`src/rtl/frame_stream_writer.sv`:
```
// frame_stream_writer: unpacks a 1-bpp byte stream into per-pixel RAM writes,
// filling a back bank while the display reads disp_bank, and swapping banks
// only on a vsync_tick that follows a completely written frame.
module frame_stream_writer #(
   parameter int unsigned WIDTH     = 200,
   parameter int unsigned HEIGHT    = 150,
   parameter int unsigned NUM_BANKS = 16,
   parameter int unsigned X_ADDRW   = $clog2(WIDTH),
   parameter int unsigned Y_ADDRW   = $clog2(HEIGHT)
) (
   input  logic               clk,
   input  logic               rst_n,
   input  logic [7:0]         s_data,
   input  logic               s_valid,
   output logic               s_ready,
   input  logic               vsync_tick,
   output logic [X_ADDRW-1:0] x_pos,
   output logic [Y_ADDRW-1:0] y_pos,
   output logic               data_in,
   output logic               we,
   output logic [3:0]         bank_counter,
   output logic [3:0]         disp_bank,
   output logic               frame_done
);

   localparam logic [X_ADDRW-1:0] X_LAST    = X_ADDRW'(WIDTH - 1);
   localparam logic [Y_ADDRW-1:0] Y_LAST    = Y_ADDRW'(HEIGHT - 1);
   localparam logic [3:0]         BANK_LAST = 4'(NUM_BANKS - 1);

   typedef enum logic [1:0] {IDLE, SHIFT, WAIT_SWAP} state_t;

   state_t             state, state_nxt;
   logic [7:0]         shreg, shreg_nxt;
   logic [2:0]         bit_cnt, bit_cnt_nxt;
   logic [X_ADDRW-1:0] nx, nx_nxt;       // column of the next pixel to write
   logic [Y_ADDRW-1:0] ny, ny_nxt;       // row of the next pixel to write
   logic               last_pix, last_nxt; // final pixel of the frame is on the outputs
   logic [X_ADDRW-1:0] x_nxt;
   logic [Y_ADDRW-1:0] y_nxt;
   logic               data_nxt, we_nxt, ready_nxt, fd_nxt;
   logic [3:0]         bank_nxt, disp_nxt;
   logic               load, emit, pix, last_hit;

   // State and all registered outputs
   always_ff @(posedge clk or negedge rst_n) begin
      if (!rst_n) begin
         state        <= IDLE;
         shreg        <= 8'd0;
         bit_cnt      <= 3'd0;
         nx           <= '0;
         ny           <= '0;
         last_pix     <= 1'b0;
         x_pos        <= '0;
         y_pos        <= '0;
         data_in      <= 1'b0;
         we           <= 1'b0;
         s_ready      <= 1'b0;
         frame_done   <= 1'b0;
         bank_counter <= 4'd1;
         disp_bank    <= 4'd0;
      end else begin
         state        <= state_nxt;
         shreg        <= shreg_nxt;
         bit_cnt      <= bit_cnt_nxt;
         nx           <= nx_nxt;
         ny           <= ny_nxt;
         last_pix     <= last_nxt;
         x_pos        <= x_nxt;
         y_pos        <= y_nxt;
         data_in      <= data_nxt;
         we           <= we_nxt;
         s_ready      <= ready_nxt;
         frame_done   <= fd_nxt;
         bank_counter <= bank_nxt;
         disp_bank    <= disp_nxt;
      end
   end

   // Next-state, pixel emission, raster advance and bank swap
   always_comb begin
      state_nxt   = state;
      shreg_nxt   = shreg;
      bit_cnt_nxt = bit_cnt;
      nx_nxt      = nx;
      ny_nxt      = ny;
      last_nxt    = 1'b0;
      x_nxt       = x_pos;
      y_nxt       = y_pos;
      data_nxt    = data_in;
      we_nxt      = 1'b0;
      ready_nxt   = 1'b0;
      fd_nxt      = 1'b0;
      bank_nxt    = bank_counter;
      disp_nxt    = disp_bank;
      load        = 1'b0;
      emit        = 1'b0;
      pix         = 1'b0;
      last_hit    = 1'b0;

      case (state)
         IDLE: begin
            if (s_valid && s_ready) begin
               load      = 1'b1;
               state_nxt = SHIFT;
            end else begin
               ready_nxt = 1'b1;
            end
         end
         SHIFT: begin
            if (last_pix) begin
               // leftover bits of the final byte are dropped here
               state_nxt = WAIT_SWAP;
            end else if (bit_cnt != 3'd0) begin
               emit        = 1'b1;
               pix         = shreg[7];
               shreg_nxt   = {shreg[6:0], 1'b0};
               bit_cnt_nxt = bit_cnt - 3'd1;
            end else if (s_valid && s_ready) begin
               load = 1'b1;
            end else begin
               state_nxt = IDLE;
               ready_nxt = 1'b1;
            end
         end
         WAIT_SWAP: begin
            if (vsync_tick) begin
               disp_nxt  = bank_counter;
               bank_nxt  = (bank_counter == BANK_LAST) ? 4'd0 : bank_counter + 4'd1;
               fd_nxt    = 1'b1;
               x_nxt     = '0;
               y_nxt     = '0;
               nx_nxt    = '0;
               ny_nxt    = '0;
               ready_nxt = 1'b1;
               state_nxt = IDLE;
            end
         end
         default: state_nxt = IDLE;
      endcase

      if (load) begin
         emit        = 1'b1;
         pix         = s_data[7];
         shreg_nxt   = {s_data[6:0], 1'b0};
         bit_cnt_nxt = 3'd7;
      end

      if (emit) begin
         last_hit = (nx == X_LAST) && (ny == Y_LAST);
         we_nxt   = 1'b1;
         data_nxt = pix;
         x_nxt    = nx;
         y_nxt    = ny;
         last_nxt = last_hit;
         if (nx == X_LAST) begin
            nx_nxt = '0;
            ny_nxt = (ny == Y_LAST) ? '0 : ny + Y_ADDRW'(1);
         end else begin
            nx_nxt = nx + X_ADDRW'(1);
         end
         // offer the next byte while the last bit is on the outputs
         ready_nxt = (bit_cnt_nxt == 3'd0) && !last_hit;
      end
   end

endmodule

```
`config.mk`:
```
export PLATFORM = sky130hd
export DESIGN_NAME = frame_stream_writer
export DESIGN_NICKNAME = d
export VERILOG_FILES = /design/src/rtl/frame_stream_writer.sv
export SDC_FILE = /design/constraint.sdc
export NUM_CORES = 1
export LEC_CHECK = 0
export ABC_AREA = 1
export CORE_MARGIN = 2
export CORE_UTILIZATION = 50
export DETAILED_ROUTE_END_ITERATION = 12
export PLACE_DENSITY = 0.72
export SLEW_MARGIN = 10
export SYNTH_ARGS = -nofsm -noshare
export SYNTH_HDL_FRONTEND = slang
export SYNTH_SLANG_ARGS = --single-unit
```
`constraint.sdc`:
```
create_clock -name clk -period 2.15 [get_ports clk]
set_clock_uncertainty 0.15 [all_clocks]
set_input_delay 0.5375 -clock clk [delete_from_list [all_inputs] [get_ports clk]]
set_output_delay 0.5375 -clock clk [all_outputs]
set_load 0.02 [all_outputs]
```
==> results of run 1 <==
[worst max-delay path by stage]
stage / endpoint / slack (ns) / depth (start not counted)
finish: bank_counter[2] / 0.12 / 1
global route: bank_counter[2] / 0.05 / 1
CTS: bank_counter[2] / 0.10 / 1
detailed placement: nx[0] / -0.09 / 8
global placement: nx[0] / -0.008 / 8
floorplan: shreg[6] / 0.55 / 8
[synthesized netlist by cell type (2+ instances only)]
| master | count |
|---|---|
| inv_2 | 3 |
| o211ai_1 | 3 |
| nand2_1 | 99 |
| xor2_1 | 9 |
| nand3_2 | 2 |
| o21ai_0 | 22 |
| nor2_1 | 11 |
| a21oi_1 | 2 |
| nor3_1 | 3 |
| dfrtp_1 | 56 |
| o21ai_2 | 9 |
| ha_1 | 6 |
| buf_6 | 2 |
| xnor2_1 | 2 |
| nand2_2 | 2 |
| nand3_1 | 30 |
| inv_1 | 33 |
[metal layers]
| metal | up-vias | wire length (um) | global-route usage (%) |
|---|---|---|---|
| met5 | - | 0 | 0 |
| li1 | 1083 | - | - |
| met2 | 47 | 2620 | 31.4 |
| met3 | 10 | 183 | 3.60 |
| met4 | 0 | 76 | 9.11 |
| met1 | 1052 | 2610 | 27.9 |
[final cells by class]
| class | instances | area (sq um) |
|---|---|---|
| Clock buffer | 14 | 183 |
| Clock inverter | 2 | 35.0 |
| Fill cell | 417 | 1760 |
| Inverter | 36 | 135 |
| Multi-Input combinational cell | 208 | 1090 |
| Sequential cell | 57 | 1430 |
| Tap cell | 70 | 87.6 |
| Timing Repair Buffer | 45 | 454 |
[what timing repair did]
item,CTS,global route
endpoints found under the hold margin,0,0
setup buffers,0,0
gates resized for setup,1,0
setup endpoints to repair,1,0
hold buffers,0,0
[per-stage QoR]
stage,hold slack [ns],TNS (ns)
after floorplan,0.0919,0
after global placement,0.306,-0.00779
after detailed placement,0.307,-0.298
after CTS,0.0490,0
after global routing,0.0829,0
final,0.0517,0
[kinds of logic (layout without fill, tap and decap cells)]
logic type,after synthesis,in the layout
AND/OR/NAND/NOR,152,152
flip-flops,57,57
buffers and inverters,42,97
AO/OA/AOI/OAI,39,39
XOR/XNOR,11,11
adder cells (fa/ha/maj),6,6
[sequential cells by signal, indices dropped and copies added, names as in the netlist, 2 cells and up]
signal	count
shreg	7
bank_counter	4
x_pos	8
ny	8
disp_bank	4
state	2
nx	8
bit_cnt	3
y_pos	8
[power groups by stage]
stage,clock (mW),sequential (mW),combinational (mW)
2_1_floorplan,0,1.57,0.895
3_3_place_gp,0,1.48,1.38
3_5_place_dp,0,1.50,1.42
4_1_cts,1.09,1.48,1.44
5_1_grt,1.15,1.51,1.60
6_report,1.07,1.48,1.42
==> flow_summary.json, run 1 <==
{
  "vias": 2192,
  "place_area_sq_mm": 0.00319,
  "yosys-top-cells-area": "dfrtp_1 (52%), nand2_1 (14%), nand3_1 (5.6%), inv_1 (4.6%), o21ai_0 (4.1%)",
  "ys_ff_latch": 57,
  "synth_area_sq_mm": 0.00271,
  "hold_class": "in2async",
  "grt_pass1_wl_mm": 9.65,
  "nets": 375,
  "p_leak_nw": 1.64,
  "cp-start-kind": "flip-flop",
  "grt_max_degree": 58,
  "portBuffers": 39,
  "swShare_pct": 36.5,
  "syn_inst": 307,
  "dp_cells": 416,
  "insertion_delay_ns": 0.33,
  "worstPathCellList": "clkdlybuf4s50_1",
  "slew_headroom_pct": 75.5,
  "worstMarginPinSlew_ns": 0.367,
  "worstPathArrival_ns": 1.34,
  "htreeDepth": 3,
  "seqPwrFrac_pct": 37.2,
  "ant_nets": 0,
  "critical_path.max_stage_delay_ns": 0.62,
  "status": "finished clean",
  "synth_top_cell_by_area": "dfrtp_1",
  "routed_wl_mm": 5.49,
  "cts.sinks": 57,
  "maxCapViolCount": 0,
  "p_sw_mw": 1.45,
  "dp_hpwl_mm": 3.67,
  "core_area_sq_mm": 0.00517,
  "synth-edff-count": 0,
  "antenna-diode-count": 0,
  "ff2ff_path_depth": 8,
  "synth_top_family_by_area": "simple AND/OR/NAND/NOR gates",
  "tritoncts": "done",
  "overflow": 0,
  "final_area_sq_mm": 0.00341,
  "die_area_sq_mm": 0.00601,
  "critPathTopFamily": "buffers and inverters",
  "routedWlPerCell_um": 12.7,
  "p_per_area_mw_per_mm2": 1170,
  "drc": 0,
  "synth.avg_cell_area_sq_um": 8.81,
  "synth_flop_cell": "dfrtp_1",
  "grt_antenna_before_repair": 0,
  "peakVddDrop_v": 0.000628,
  "synth_top_area_share_pct": 51.8,
  "synth-compound-area-share_pct": 9.30,
  "period_share_pct": 94.2,
  "reg2reg_to": "nx[0]",
  "worst-path-buf-inv": 1,
  "fin_ws_ns": 0.125,
  "combPwrFrac_pct": 35.8,
  "chipHeight_um": 77.6,
  "synth.yosys.warnings": 0,
  "layout_commonest_cell": "nand2_1",
  "setup_viol": 0,
  "synth_cell_type_count": 30,
  "async_flop_share_pct": 100,
  "synthMuxAreaShare_pct": 0,
  "clk_path_buf_depth": 2,
  "pin_count": 40,
  "rsz0062_at_grt": "false",
  "critical_path.endpoint_type": "primary output",
  "final_core_util_pct": 65.9,
  "r2r_slack_ns": 0.25,
  "layout_common_cells": "nand2_1 (99), dfrtp_1 (56), clkdlybuf4s50_1 (37)",
  "finalMaxSlewViolations": 0,
  "power_mw": 3.97,
  "clockRootBuffer": "clkbuf_8",
  "fin_cells": 432,
  "drive_above_1_share_pct": 12.2,
  "drt_iter0_drc": 76,
  "vias_per_cell": 5.07,
  "area.growth.synth_to_final_pct": 26.1,
  "yosys.area_share.simple_pct": 24.6,
  "cts_buffers": 9,
  "cpMaxStageDelayCell": "clkdlybuf4s50_1",
  "grt_pass1_vias": 2177,
  "dr.pass1.iters": 4,
  "synth_xor_area_share_pct": 3.56,
  "clk_pin_slew_ns": 0.06,
  "r2r_start": "bit_cnt[0]",
  "rows": 26,
  "die_w_um": 77.6,
  "worstSetupPathType": "reg2out",
  "cp.required_ns": 1.46,
  "grt_use_total_pct": 20.2,
  "clock.fmax_ghz": 0.494,
  "hold_violations": 0,
  "crit_start": "bank_counter[2]",
  "gp_congestion": 0.807,
  "syn_nets": 325,
  "start_util_pct": 52.3,
  "dp_slack_ns": -0.0938,
  "crit_fanout": 4,
  "yosysSeqAreaShare_pct": 52.8,
  "synthAdderAreaFrac_pct": 2.78,
  "internal-power_mw": 2.52,
  "p_clk_share_pct": 27.0,
  "period_needed_ns": 2.03
}
Power figures use the tool's default switching activity.
==> run 2, diff against run 1 <==
--- a/config.mk
+++ b/config.mk
@@ -7,9 +7,9 @@
 export LEC_CHECK = 0
 export ABC_AREA = 1
 export CORE_MARGIN = 2
-export CORE_UTILIZATION = 50
+export CORE_UTILIZATION = 54
 export DETAILED_ROUTE_END_ITERATION = 12
-export PLACE_DENSITY = 0.72
+export PLACE_DENSITY = 0.78
 export SLEW_MARGIN = 10
 export SYNTH_ARGS = -nofsm -noshare
 export SYNTH_HDL_FRONTEND = slang
==> constraint.sdc (replaced) <==
create_clock -name clk -period 2.15 [get_ports clk]
set_clock_uncertainty 0.15 [all_clocks]
set_input_delay 0.5375 -clock clk [delete_from_list [all_inputs] [get_ports clk]]
set_output_delay 0.5375 -clock clk [all_outputs]
set_load 0.01 [all_outputs]
==> run 2 against run 1 <==
Net effect:
- critical path depth stayed put
- fmax is 4.3% lower
- non-clock buffer count is 1 lower
- clock power hardly changed
- sequential share of layout area is 0.28 points higher
- sequential power hardly changed
==> flow_summary.json, run 2 (synthesis gave the netlist of run 1 again) <==
{
  "status": "finished clean",
  "critical_path.max_stage_delay_ns": 0.56,
  "place_area_sq_mm": 0.00317,
  "routed_wl_mm": 5.33,
  "r2r_start": "bit_cnt[0]",
  "cts_buffers": 9,
  "drc": 0,
  "crit_start": "bank_counter[0]",
  "p_leak_nw": 1.63,
  "clk_path_buf_depth": 2,
  "peakVddDrop_v": 0.000613,
  "antenna-diode-count": 0,
  "portBuffers": 39,
  "chipHeight_um": 74.8,
  "internal-power_mw": 2.51,
  "final_area_sq_mm": 0.00339,
  "grt_antenna_before_repair": 0,
  "grt_max_degree": 31,
  "cts.sinks": 57,
  "period_share_pct": 98.4,
  "maxCapViolCount": 0,
  "combPwrFrac_pct": 34.1,
  "crit_end": "bank_counter[0]",
  "r2r_slack_ns": 0.23,
  "die_area_sq_mm": 0.00559,
  "cts-hold-fix-buffers": 0,
  "p_clk_share_pct": 27.6,
  "pin_count": 40,
  "grt_pass1_wl_mm": 8.93,
  "finalMaxSlewViolations": 0,
  "area.growth.synth_to_final_pct": 25.3,
  "final.fill_count": 393,
  "tns_ns": 0,
  "ant_nets": 0,
  "setup_viol": 0,
  "vias_per_cell": 5.03,
  "nets": 374,
  "slew_headroom_pct": 75.4,
  "insertion_delay_ns": 0.34,
  "ff2ff_path_depth": 8,
  "final_core_util_pct": 70.8,
  "rsz0062_at_grt": "false",
  "critPathTopFamily": "flip-flops",
  "seqPwrFrac_pct": 38.3,
  "p_per_area_mw_per_mm2": 1140,
  "worstPathCellList": "clkdlybuf4s50_1",
  "grt_use_total_pct": 21.6,
  "htreeDepth": 3,
  "clock.fmax_ghz": 0.472,
  "period_needed_ns": 2.12,
  "clk_pin_slew_ns": 0.07,
  "cp-start-kind": "flip-flop",
  "start_util_pct": 56.5,
  "p_sw_mw": 1.36,
  "swShare_pct": 35.2,
  "drive_above_1_share_pct": 12.2,
  "hold_violations": 0,
  "core_area_sq_mm": 0.00479,
  "clockRootBuffer": "clkbuf_8",
  "worst-path-buf-inv": 1,
  "tritoncts": "done",
  "worstMarginPinSlew_ns": 0.369,
  "hold_class": "in2async",
  "dr.pass1.iters": 4,
  "crit_fanout": 4,
  "cp.required_ns": 1.46,
  "overflow": 0,
  "cp.depth": 1,
  "worstPathArrival_ns": 1.43,
  "reg2reg_to": "shreg[4]",
  "grt_pass1_vias": 2012,
  "gp_congestion": 0.836,
  "worstSetupPathType": "reg2out",
  "routedWlPerCell_um": 12.5,
  "die_w_um": 74.8,
  "critical_path.endpoint_type": "primary output",
  "cpMaxStageDelayCell": "dfstp_2",
  "layout_common_cells": "nand2_1 (99), dfrtp_1 (56), clkdlybuf4s50_1 (38)",
  "drt_iter0_drc": 111,
  "layout_commonest_cell": "nand2_1",
  "dp_hpwl_mm": 3.77,
  "vias": 2154,
  "rows": 25
}
-- run 2: cell count changes in the layout (fill, tap and decap cells not counted), sizes merged --
cell           before  now
dlygate4sd2         1    0
buf                 7    6
clkdlybuf4s50      37   38
-- run 2: how the worst min path moves through the flow --
stage                            to  slack, ns  cells after the start
floorplan           bank_counter[1]       0.09                      0
global placement           x_pos[2]       0.31                      2
detailed placement         x_pos[2]       0.31                      2
CTS                           ny[2]       0.06                      2
global route        bank_counter[2]       0.10                      2
finish                        ny[2]       0.05                      2
-- run 2: stage by stage --
step / total power, mW / instances / hold WS [ns] / setup slack (ns)
3_5_place_dp: 2.83 / 412 / 0.311 / -0.0314
4_1_cts: 3.90 / 428 / 0.0640 / 0.0200
2_1_floorplan: 2.40 / 307 / 0.0919 / 0.553
5_1_grt: 4.13 / 428 / 0.100 / 0.00449
3_3_place_gp: 2.78 / 412 / 0.307 / 0.0129
6_report: 3.87 / 428 / 0.0526 / 0.0334
-- run 2: layout make-up --
type / instances / area (sq um) / share of cell area, %
Tap cell: 67 / 83.8 / 2.47
Multi-Input combinational cell: 208 / 1090 / 32.1
Inverter: 36 / 135 / 3.99
Clock inverter: 2 / 35.0 / 1.03
Clock buffer: 14 / 183 / 5.39
Timing Repair Buffer: 44 / 435 / 12.9
Sequential cell: 57 / 1430 / 42.1
-- run 2: power by group through the flow --
stage	logic (mW)	clock network (mW)	registers, mW
5_1_grt	1.49	1.13	1.51
2_1_floorplan	0.896	0	1.50
4_1_cts	1.34	1.08	1.48
6_report	1.32	1.07	1.48
3_5_place_dp	1.33	0	1.50
3_3_place_gp	1.29	0	1.49
-- run 2: repair_timing --
item                                    4_1_cts  5_1_grt
buffers inserted                              0        0
gates resized for setup                       0        1
endpoints found under the setup margin        0        1
-- run 2: per-layer routing --
metal	GRT usage (%)	vias up	wire (um)
met5	0	-	0
met4	7.74	0	73
met3	7.23	8	243
met2	34.6	39	2490
met1	27.6	1026	2530
li1	-	1081	-
==> run 3, diff against run 2 <==
--- a/config.mk
+++ b/config.mk
@@ -8,6 +8,7 @@
 export ABC_AREA = 1
 export CORE_MARGIN = 2
 export CORE_UTILIZATION = 54
+export CTS_CLUSTER_DIAMETER = 30
 export DETAILED_ROUTE_END_ITERATION = 12
 export PLACE_DENSITY = 0.78
 export SLEW_MARGIN = 10
==> results of run 3 <==
The final DEF is identical to that of run 2; final timing and power are the same.
==> RTL change: new RTL, flow settings as in run 3 <==
`shreg` no longer has a reset.
--- a/src/rtl/frame_stream_writer.sv
+++ b/src/rtl/frame_stream_writer.sv
@@ -45,7 +45,6 @@
    always_ff @(posedge clk or negedge rst_n) begin
       if (!rst_n) begin
          state        <= IDLE;
-         shreg        <= 8'd0;
          bit_cnt      <= 3'd0;
          nx           <= '0;
          ny           <= '0;
@@ -60,7 +59,6 @@
          disp_bank    <= 4'd0;
       end else begin
          state        <= state_nxt;
-         shreg        <= shreg_nxt;
          bit_cnt      <= bit_cnt_nxt;
          nx           <= nx_nxt;
          ny           <= ny_nxt;
@@ -74,6 +72,10 @@
          bank_counter <= bank_nxt;
          disp_bank    <= disp_nxt;
       end
+   end
+
+   always_ff @(posedge clk) begin
+      shreg <= shreg_nxt;
    end
 
    // Next-state, pixel emission, raster advance and bank swap
Behaviour: same outputs for any inputs over 10 cycles, from zero or initial values and one cycle with rst_n low; that may be too few to reach the edited logic, so the function may still have changed.
==> RTL change against run 3 <==
Routed wire length up 0.28%; highest routed layer unchanged; worst setup slack worse by 2.2 ps; the run now ends with negative hold slack left; non-clock buffer count up 3; critical path type unchanged; total power down 2.1%; design area down 0.78%; first-iteration DRC count up 32%; area after synthesis down 0.83%; hold slack worse by 54 ps; sequential power up 4%; sequential cell count unchanged; global-route usage up 0.51 points.
==> RTL change: results (changes against run 3) <==
** Drt
- The DRC marker count from the first detailed-route iteration was 146 (+32%).
- The total routed wire length on the met1 layer was 2.43 mm (-3.6%).
- Average via count per standard cell :: 4.97 (-1.2%)
- Overall routed net length :: 5.35 mm (+0.28%)
- Detail Route met3 WL :: 159 um (-35%)

** GRT
- Combined global-route utilization of all metal layers :: 22.1% (+0.51 points)
- The via count of the first global-routing pass came to 2170 (+7.9%).
- Largest net degree at the start of global routing :: 24 (-23%)
- The met1 layer usage reported by global route was 27.5% (-0.16 points).
- The met3 layer usage reported by global route came to 4.20% (-3.0 points).

** Cells and area
- The area added between synthesis and finish came to 25.3% (about the same).
- The count of placed standard cells in the final layout, fillers left out is 434 (+1.4%).
- The number of filler instances in the final layout came to 401 (+2.0%).
- Layout cells sized above 1 :: 10.1% (-2.1 points)
- The net total in the final layout came to 380 (+1.6%).

** Logic synthesis
- Fraction of the yosys area taken by sequential cells :: 54.5% (+1.7 points)
- The compound-gate portion of the synthesized area was 5.74% (-3.6 points).
- Number of distinct library cells after synthesis :: 27 (-10%)
- EDFF count, synth :: 7 (+7)
- Top area cells in the synthesized netlist :: sky130_fd_sc_hd__dfrtp_1 (46%), sky130_fd_sc_hd__nand2_1 (15%), sky130_fd_sc_hd__edfxtp_1 (7.8%)
- Synthesized netlist net count :: 327 (+0.62%)
- The share of flip-flops with an asynchronous set or reset was 87.7% (-12 points).
- The commonest cells after synthesis are sky130_fd_sc_hd__nand2_1 (104), sky130_fd_sc_hd__dfrtp_1 (49), sky130_fd_sc_hd__inv_1 (31), sky130_fd_sc_hd__nand3_1 (28), sky130_fd_sc_hd__o21ai_1 (19).

** Power
- The relative contribution of combinational cells to total power is 38.0% (+3.9 points).
- Leakage :: 1.65 nW (+1.1%)
- Cell-internal power :: 0.00239 W (-4.6%)
- The maximum vdd drop was 0.000795 V (+30%).

** Outcome
- Result of the run :: finished with violations
- Failing checks :: negative hold slack

** Place
- The cell area after placement was 3180 um2 (+0.20%).
- The setup slack after placement is -140 ps (-109 ps).
- Final GP Congestion :: 0.876 (+4.8%)

** Worst setup path
- The register-to-register path setup slack came to 160 ps (-70 ps).
- The endpoint identified for the worst register-to-register timing path is y_pos[5].

** Timing
- Final-report hold violation count :: 8 (+8)
- Worst-Margin Slew :: 471 ps (+102 ps)
- Hold_ws :: -1.33 ps (-54.0 ps)
- The post-route worst setup slack came to 31.2 ps (-2.17 ps).
-- RTL change: changes by cell type in the layout (fill, tap and decap cells not counted), sizes merged, moves of 4 or more --
cell    delta
o21ai      -6
edfxtp     +7
dfrtp      -7
nor2       +5
nand2      +7
clkinv     +4
-- RTL change: layout make-up --
type                    count  area share (%)
flip-flops and latches     57            43.5
multi-input cells         212            31.5
repair buffers             47            14.0
clock buffers              11            3.91
inverters                  35            3.91
well taps                  67            2.49
clock inverters             5           0.670
-- RTL change: timing repair --
item | 4_1_cts | 5_1_grt
setup buffers | 0 | 1
hold buffers | 0 | 0
gates resized for setup | 0 | 1
endpoints found under the setup margin | 0 | 23
-- RTL change: logic make-up after synthesis --
logic type / Yosys count
AND/OR/NAND/NOR: 164
flip-flops: 57
buffers and inverters: 41
AO/OA/AOI/OAI: 30
XOR/XNOR: 11
adder cells (fa/ha/maj): 6
